**config.mk**
```make
export PLATFORM = sky130hd
export DESIGN_NAME = hex_display
export DESIGN_NICKNAME = d
export VERILOG_FILES = /design/src/rtl/hex_display.sv
export SDC_FILE = /design/constraint.sdc
export NUM_CORES = 1
export LEC_CHECK = 0
export ABC_AREA = 1
export BUFFER_PORTS_ARGS = -buffer_cell sky130_fd_sc_hd__buf_2
export CORE_MARGIN = 2
export CORE_UTILIZATION = 47
export CTS_CLUSTER_DIAMETER = 60
export CTS_CLUSTER_SIZE = 28
export DETAILED_ROUTE_END_ITERATION = 7
export PLACE_DENSITY = 0.65
export SYNTH_ARGS = -nofsm -noshare
export SYNTH_HDL_FRONTEND = slang
export SYNTH_SLANG_ARGS = --single-unit
```
**constraint.sdc**
```tcl
create_clock -name clk -period 4.8 [get_ports clk]
set_clock_uncertainty 0.05 [all_clocks]
set_input_delay 0.96 -clock clk [delete_from_list [all_inputs] [get_ports clk]]
set_output_delay 0.96 -clock clk [all_outputs]
set_load 0.02 [all_outputs]
```
**src/rtl/hex_display.sv**
```systemverilog
// Four-digit multiplexed hex display driver: holds a captured 16-bit result and
// scans its nibbles onto active-low seven-segment outputs, with an optional leading-zero blank.
module hex_display #(
   parameter int REFRESH_DIV   = 50000,
   parameter int BLANK_LEADING = 0
) (
   input  logic        clk,
   input  logic        rst_n,
   input  logic [15:0] result,
   input  logic        result_valid,
   output logic [6:0]  seg,
   output logic [3:0]  an,
   output logic [1:0]  digit_idx
);

   localparam int DIV = (REFRESH_DIV < 2) ? 2 : REFRESH_DIV;
   localparam int PW  = $clog2(DIV);
   localparam logic [PW-1:0] PRESC_LAST = PW'(DIV - 1);

   logic [15:0]   disp_q;
   logic [PW-1:0] presc_q;
   logic [1:0]    idx_q;
   logic [3:0]    an_q;
   logic [6:0]    seg_q;

   logic          terminal;
   logic [1:0]    idx_next;
   logic [3:0]    nib;
   logic          blank;
   logic [6:0]    seg_d;
   logic [3:0]    an_d;

   function automatic logic [6:0] hex_decode(input logic [3:0] n);
      case (n)
         4'h0: hex_decode = 7'h40;
         4'h1: hex_decode = 7'h79;
         4'h2: hex_decode = 7'h24;
         4'h3: hex_decode = 7'h30;
         4'h4: hex_decode = 7'h19;
         4'h5: hex_decode = 7'h12;
         4'h6: hex_decode = 7'h02;
         4'h7: hex_decode = 7'h78;
         4'h8: hex_decode = 7'h00;
         4'h9: hex_decode = 7'h10;
         4'hA: hex_decode = 7'h08;
         4'hB: hex_decode = 7'h03;
         4'hC: hex_decode = 7'h46;
         4'hD: hex_decode = 7'h21;
         4'hE: hex_decode = 7'h06;
         default: hex_decode = 7'h0E;
      endcase
   endfunction

   // Digit k is a leading zero when it and every more significant nibble are zero.
   function automatic logic lead_zero(input logic [15:0] v, input logic [1:0] k);
      case (k)
         2'd1:    lead_zero = (v[15:4] == 12'h000);
         2'd2:    lead_zero = (v[15:8] == 8'h00);
         2'd3:    lead_zero = (v[15:12] == 4'h0);
         default: lead_zero = 1'b0;
      endcase
   endfunction

   always_comb begin
      terminal = (presc_q == PRESC_LAST);
      idx_next = terminal ? idx_q + 2'd1 : idx_q;
      nib      = disp_q[4*idx_next +: 4];
      blank    = (BLANK_LEADING != 0) && lead_zero(disp_q, idx_next);
      seg_d    = blank ? 7'h7F : hex_decode(nib);
      // The terminal edge blanks all anodes for one cycle to avoid ghosting across digits.
      an_d     = terminal ? 4'b1111 : ~(4'b0001 << idx_q);
   end

   always_ff @(posedge clk or negedge rst_n) begin
      if (!rst_n) begin
         disp_q  <= 16'h0000;
         presc_q <= '0;
         idx_q   <= 2'd0;
         an_q    <= 4'b1111;
         seg_q   <= 7'h7F;
      end else begin
         if (result_valid)
            disp_q <= result;
         presc_q <= terminal ? '0 : presc_q + 1'b1;
         idx_q   <= idx_next;
         an_q    <= an_d;
         seg_q   <= seg_d;
      end
   end

   assign seg       = seg_q;
   assign an        = an_q;
   assign digit_idx = idx_q;

endmodule

```
Word-level counts from Yosys, hierarchy flattened:

Memories as Yosys holds them, arrays and structs flattened. A register that Yosys moved wholly into a read port is not among the register bits.
Index checks and enable logic that the tools add are counted.

* register bits: 38
* bits in read-only memories: 112
* logic and storage cells: 15
* memories kept: 1

Memories
* (name not given): depth 16, bits a word 7, rd ports 1, clocked after Yosys merged registers in 1, write ports 0, line 34 `case (n)`

* add/subtract/negate cells: 2
* equal/unequal tests: 1
* shift-type cells: 2
* muxes and demuxes: 3
* bitwise gates (word level): 1
* reduce and logical (&&, ||, !) cells: 1

Operator list (number)
* adder 16 x 1 -> 16 bit (second input constant): 1
* == test 16 bit (second input constant): 1
* two-way mux 16 bit: 1
* indexed part select 16 x 5 -> 4 bit: 1
* two-way mux 4 bit: 1
* NOT 4 bit: 1
* << shifter 1 x 2 -> 4 bit (first input constant): 1
* adder 2 x 1 -> 2 bit (second input constant): 1
* two-way mux 2 bit: 1
* zero test 1 bit: 1

Longest topological paths before layout:

* depth in word-level cells: 3
* gate-level depth with buffers: 16

Least setup slack after synthesis:

No wires, ideal clock.

* path type: register -> register
* from: register idx_q[0], in the netlist digit_idx[0]
* to: register seg_q[3], in the netlist seg[3]
* library setup time: 0.076 ns
* data arrival time: 2.086 ns
* slack: 2.588 ns
* cell stages (with the launch flop): 14
* buffers on the path: 0
* cell sequence: dfrtp_1 inv_1 ha_1 nand3_1 nand2_4 inv_6 nand3_1 nand2_2 inv_1 ha_1 nand3_1 nand2_1 nand2_1 nand2_1

* word-level cells in the longest chain between the ends: 3

RTL lines
* start, declared: line 22 `logic [1:0] idx_q;`
* start signal, assigned: line 85 `idx_q <= idx_next;`
* adder 2 x 1 -> 2 bit: line 66 `idx_next = terminal ? idx_q + 2'd1 : idx_q;`
* two-way mux 2 bit: line 66
* net idx_next[1]: line 27 `logic [1:0] idx_next;`
* indexed part select 16 x 5 -> 4 bit: line 67 `nib = disp_q[4*idx_next +: 4];`
* end, declared: line 24 `logic [6:0] seg_q;`

The timed path passes the listed nets, and every way through them passes these cells.
A chain may end at the register's enable or synchronous reset.

Worst setup path in the final report:

Ends and elaborated chain as after synthesis.

==> summary.md <==
| Metric | Value |
|---|---|
| Leakage | 1.43 nW |
| Post-CTS Hold Buffers | 0 |
| Crit path launch type | flop |
| Drt drc | 0 |
| Final wirelength | 4.45 mm |
| Register share of total power | 0.537 |
| Final Hold Viols | 0 |
| Detailed Routing Iterations Pass 1 | 4 |
| Synth Warn # | 0 |
| Final Cell Area | 2800 µm² |
| Max clock buf depth | 2 |
| Fraction of layout cells with a size suffix above 1 | 0.274 |
| First-pass GRT wire length | 7.82 mm |
| CTS Buf Count | 5 |
| Combinational cell fraction of total power | 0.133 |
| Netlist cell types | 25 |
| Avg Cell Area, Syn | 8.64 µm² |
| Slew at the pin with the worst max-slew slack | 0.977 ns |
| Post-CTS Resized | 0 |
| Worst hold path class | flop to flop |
| Initial Utilization | 0.485 |
| Slew Limit Headroom | 0.349 |
| Commonest non-fill, non-tap cell in the layout | nand2_1 |
| Setup TNS | 0 ns |
| RSZ-0062 raised after global routing | no |
| Int Pwr | 0.575 mW |
| Slew Limit Fails | 0 |
| Post-CTS setup buffers | 0 |
| Routed WL per cell | 11.4 µm |
| Setup violators final | 0 |
| Crit path time final | 2.32 ns |
| Post-DP HPWL | 3.30 mm |
| Fill cell count | 495 |
| IO Count | 32 |
| Grt total ovfl | 0 |
| Placed instance area | 2690 µm² |
| Pwr per Cell Area | 277 nW/µm² |
| Drt first-iter violations | 84 |
| Initial antenna violation count | 0 |
| Fmax | 431 MHz |
| Max-cap violations | 0 |
| Core area | 5070 µm² |
| Syn Inst Count | 285 |
| Period utilization | 0.484 |
| CTS sink cnt | 45 |
| Routability Congestion | 0.812 |
| Ant diodes | 0 |
| CP arrival | 2.50 ns |
| Layout area overhead | 13.5% |
| Max IR drop VDD | 0.145 mV |
| Synthesized area | 2460 µm² |
| Chip width | 76.4 µm |
| CP Capture Type | flop |
| Syn Nets | 315 |
| Worst-path clk slew | 0.08 ns |
| Status | finished clean |
| Routed vias/inst | 4.74 |
| Sequential area share after synthesis | 0.463 |
| Cell Rows | 26 |
| Vias in the first global route | 1702 |
| CTS tree | built |
| Depth of the CTS H-tree | 2 |
| Number of synthesized register bits | 45 |
| Sw Ratio | 0.257 |
| Crit Path Max Fanout | 9 |
| Input/output buffers | 31 |
| P_sw | 0.199 mW |
| Die height | 76.4 µm |
| GRT Overall Usage | 0.167 |
| Req. time, crit path | 4.98 ns |
| Die area | 5830 µm² |
| Clk root buf | clkbuf_8 |
| Pin count of the biggest net entering global routing | 46 |
| Nets | 350 |
| Clock Latency Late Sink | 0.30 ns |
| Via count | 1853 |
| Commonest cells after routing, fill and taps aside | nand2_1, inv_1, dfrtp_1 |
| Crit Path Category | flop to flop |
| Post-route ant nets | 0 |
| Clock Power Share | 0.330 |
==> logic make-up after synthesis <==
| logic type | share of synthesized area |
|---|---|
| DFF | 0.463 |
| AOI/OAI and AO/OA | 0.0483 |
| muxes | 0.0366 |
| buffers and inverters | 0.0630 |
| xor gates and xnor gates | 0.00712 |
| adders and majority gates | 0.0559 |
| and+or+nand+nor | 0.326 |
==> worst paths after layout <==
kind | startpoint | endpoint | slack, ns | cells past startpoint
min in group asynchronous | rst_n | presc_q[14] | 0.77 | 1
worst min-delay path | presc_q[0] | presc_q[0] | 0.41 | 1
worst max register to register | digit_idx[0] | seg[3] | 2.48 | 13
worst max-delay path | digit_idx[0] | seg[3] | 2.48 | 13
max in group asynchronous | rst_n | disp_q[6] | 3.34 | 1
worst min register to register | presc_q[0] | presc_q[0] | 0.41 | 1
==> critical path: stages, from the launching register on <==
cell     delay (ns)
dfrtp_1        0.50
inv_1          0.19
ha_1           0.33
nand3_1        0.13
nand2_4        0.12
inv_6          0.11
nand3_1        0.09
nand2_2        0.13
inv_1          0.09
ha_1           0.22
nand3_1        0.12
nand2_1        0.06
nand2_1        0.05
nand2_1        0.05
==> cell usage after synthesis, drive strengths merged <==
cell type | n | share of area
ha | 11 | 0.056
o21bai | 1 | 0.0030
dfrtp | 34 | 0.35
nand3 | 38 | 0.099
a21oi | 5 | 0.010
o21ai | 16 | 0.033
nand4 | 2 | 0.0051
nor3 | 4 | 0.010
inv | 37 | 0.058
nand2 | 94 | 0.17
xor2 | 2 | 0.0071
a31oi | 1 | 0.0025
mux2 | 8 | 0.037
clkbuf | 3 | 0.0046
dfstp | 11 | 0.12
nor2 | 18 | 0.040
==> flip-flops by register name, summed over array words and instances, names as in the netlist <==
name       flops
disp_q        16
digit_idx      2
an             4
seg            7
presc_q       16
==> per-layer routing <==
layer  vias to the layer above  track usage  part of all wire
li1                        979            -                 -
met1                       831        0.238              0.52
met2                        38        0.255              0.42
met3                         5       0.0308             0.042
met4                         0       0.0655             0.016
met5                         -            0                 0
==> metrics by stage <==
step / utilization / instances / total power, mW / setup slack, ns / hold WS, ns
after floorplan: - / 285 / 0.491 / 2.59 / 0.382
after global placement: 0.531 / 383 / 0.526 / 2.48 / 0.394
after detailed placement: 0.531 / 383 / 0.527 / 2.50 / 0.406
after CTS: 0.551 / 391 / 0.782 / 2.47 / 0.416
after global routing: 0.551 / 391 / 0.813 / 2.27 / 0.459
final: 0.551 / 391 / 0.774 / 2.48 / 0.412
==> area by class of cell <==
class                   instances  area [µm²]  share of cell area
multi-input cells             200        1170               0.418
repair buffers                 31         155              0.0555
clock inverters                 1        5.00             0.00179
inverters                      37         144              0.0515
well taps                      70        87.6              0.0313
clock buffers                   7        96.3              0.0345
flip-flops and latches         45        1140               0.408
==> power by group through the flow <==
stage	logic [mW]	clock network, mW	registers [mW]
5_1_grt	0.117	0.276	0.419
6_report	0.103	0.255	0.416
3_5_place_dp	0.104	0	0.423
3_3_place_gp	0.103	0	0.423
4_1_cts	0.104	0.262	0.416
2_1_floorplan	0.0564	0	0.435
Note: power is estimated with default switching activity, not from simulation.
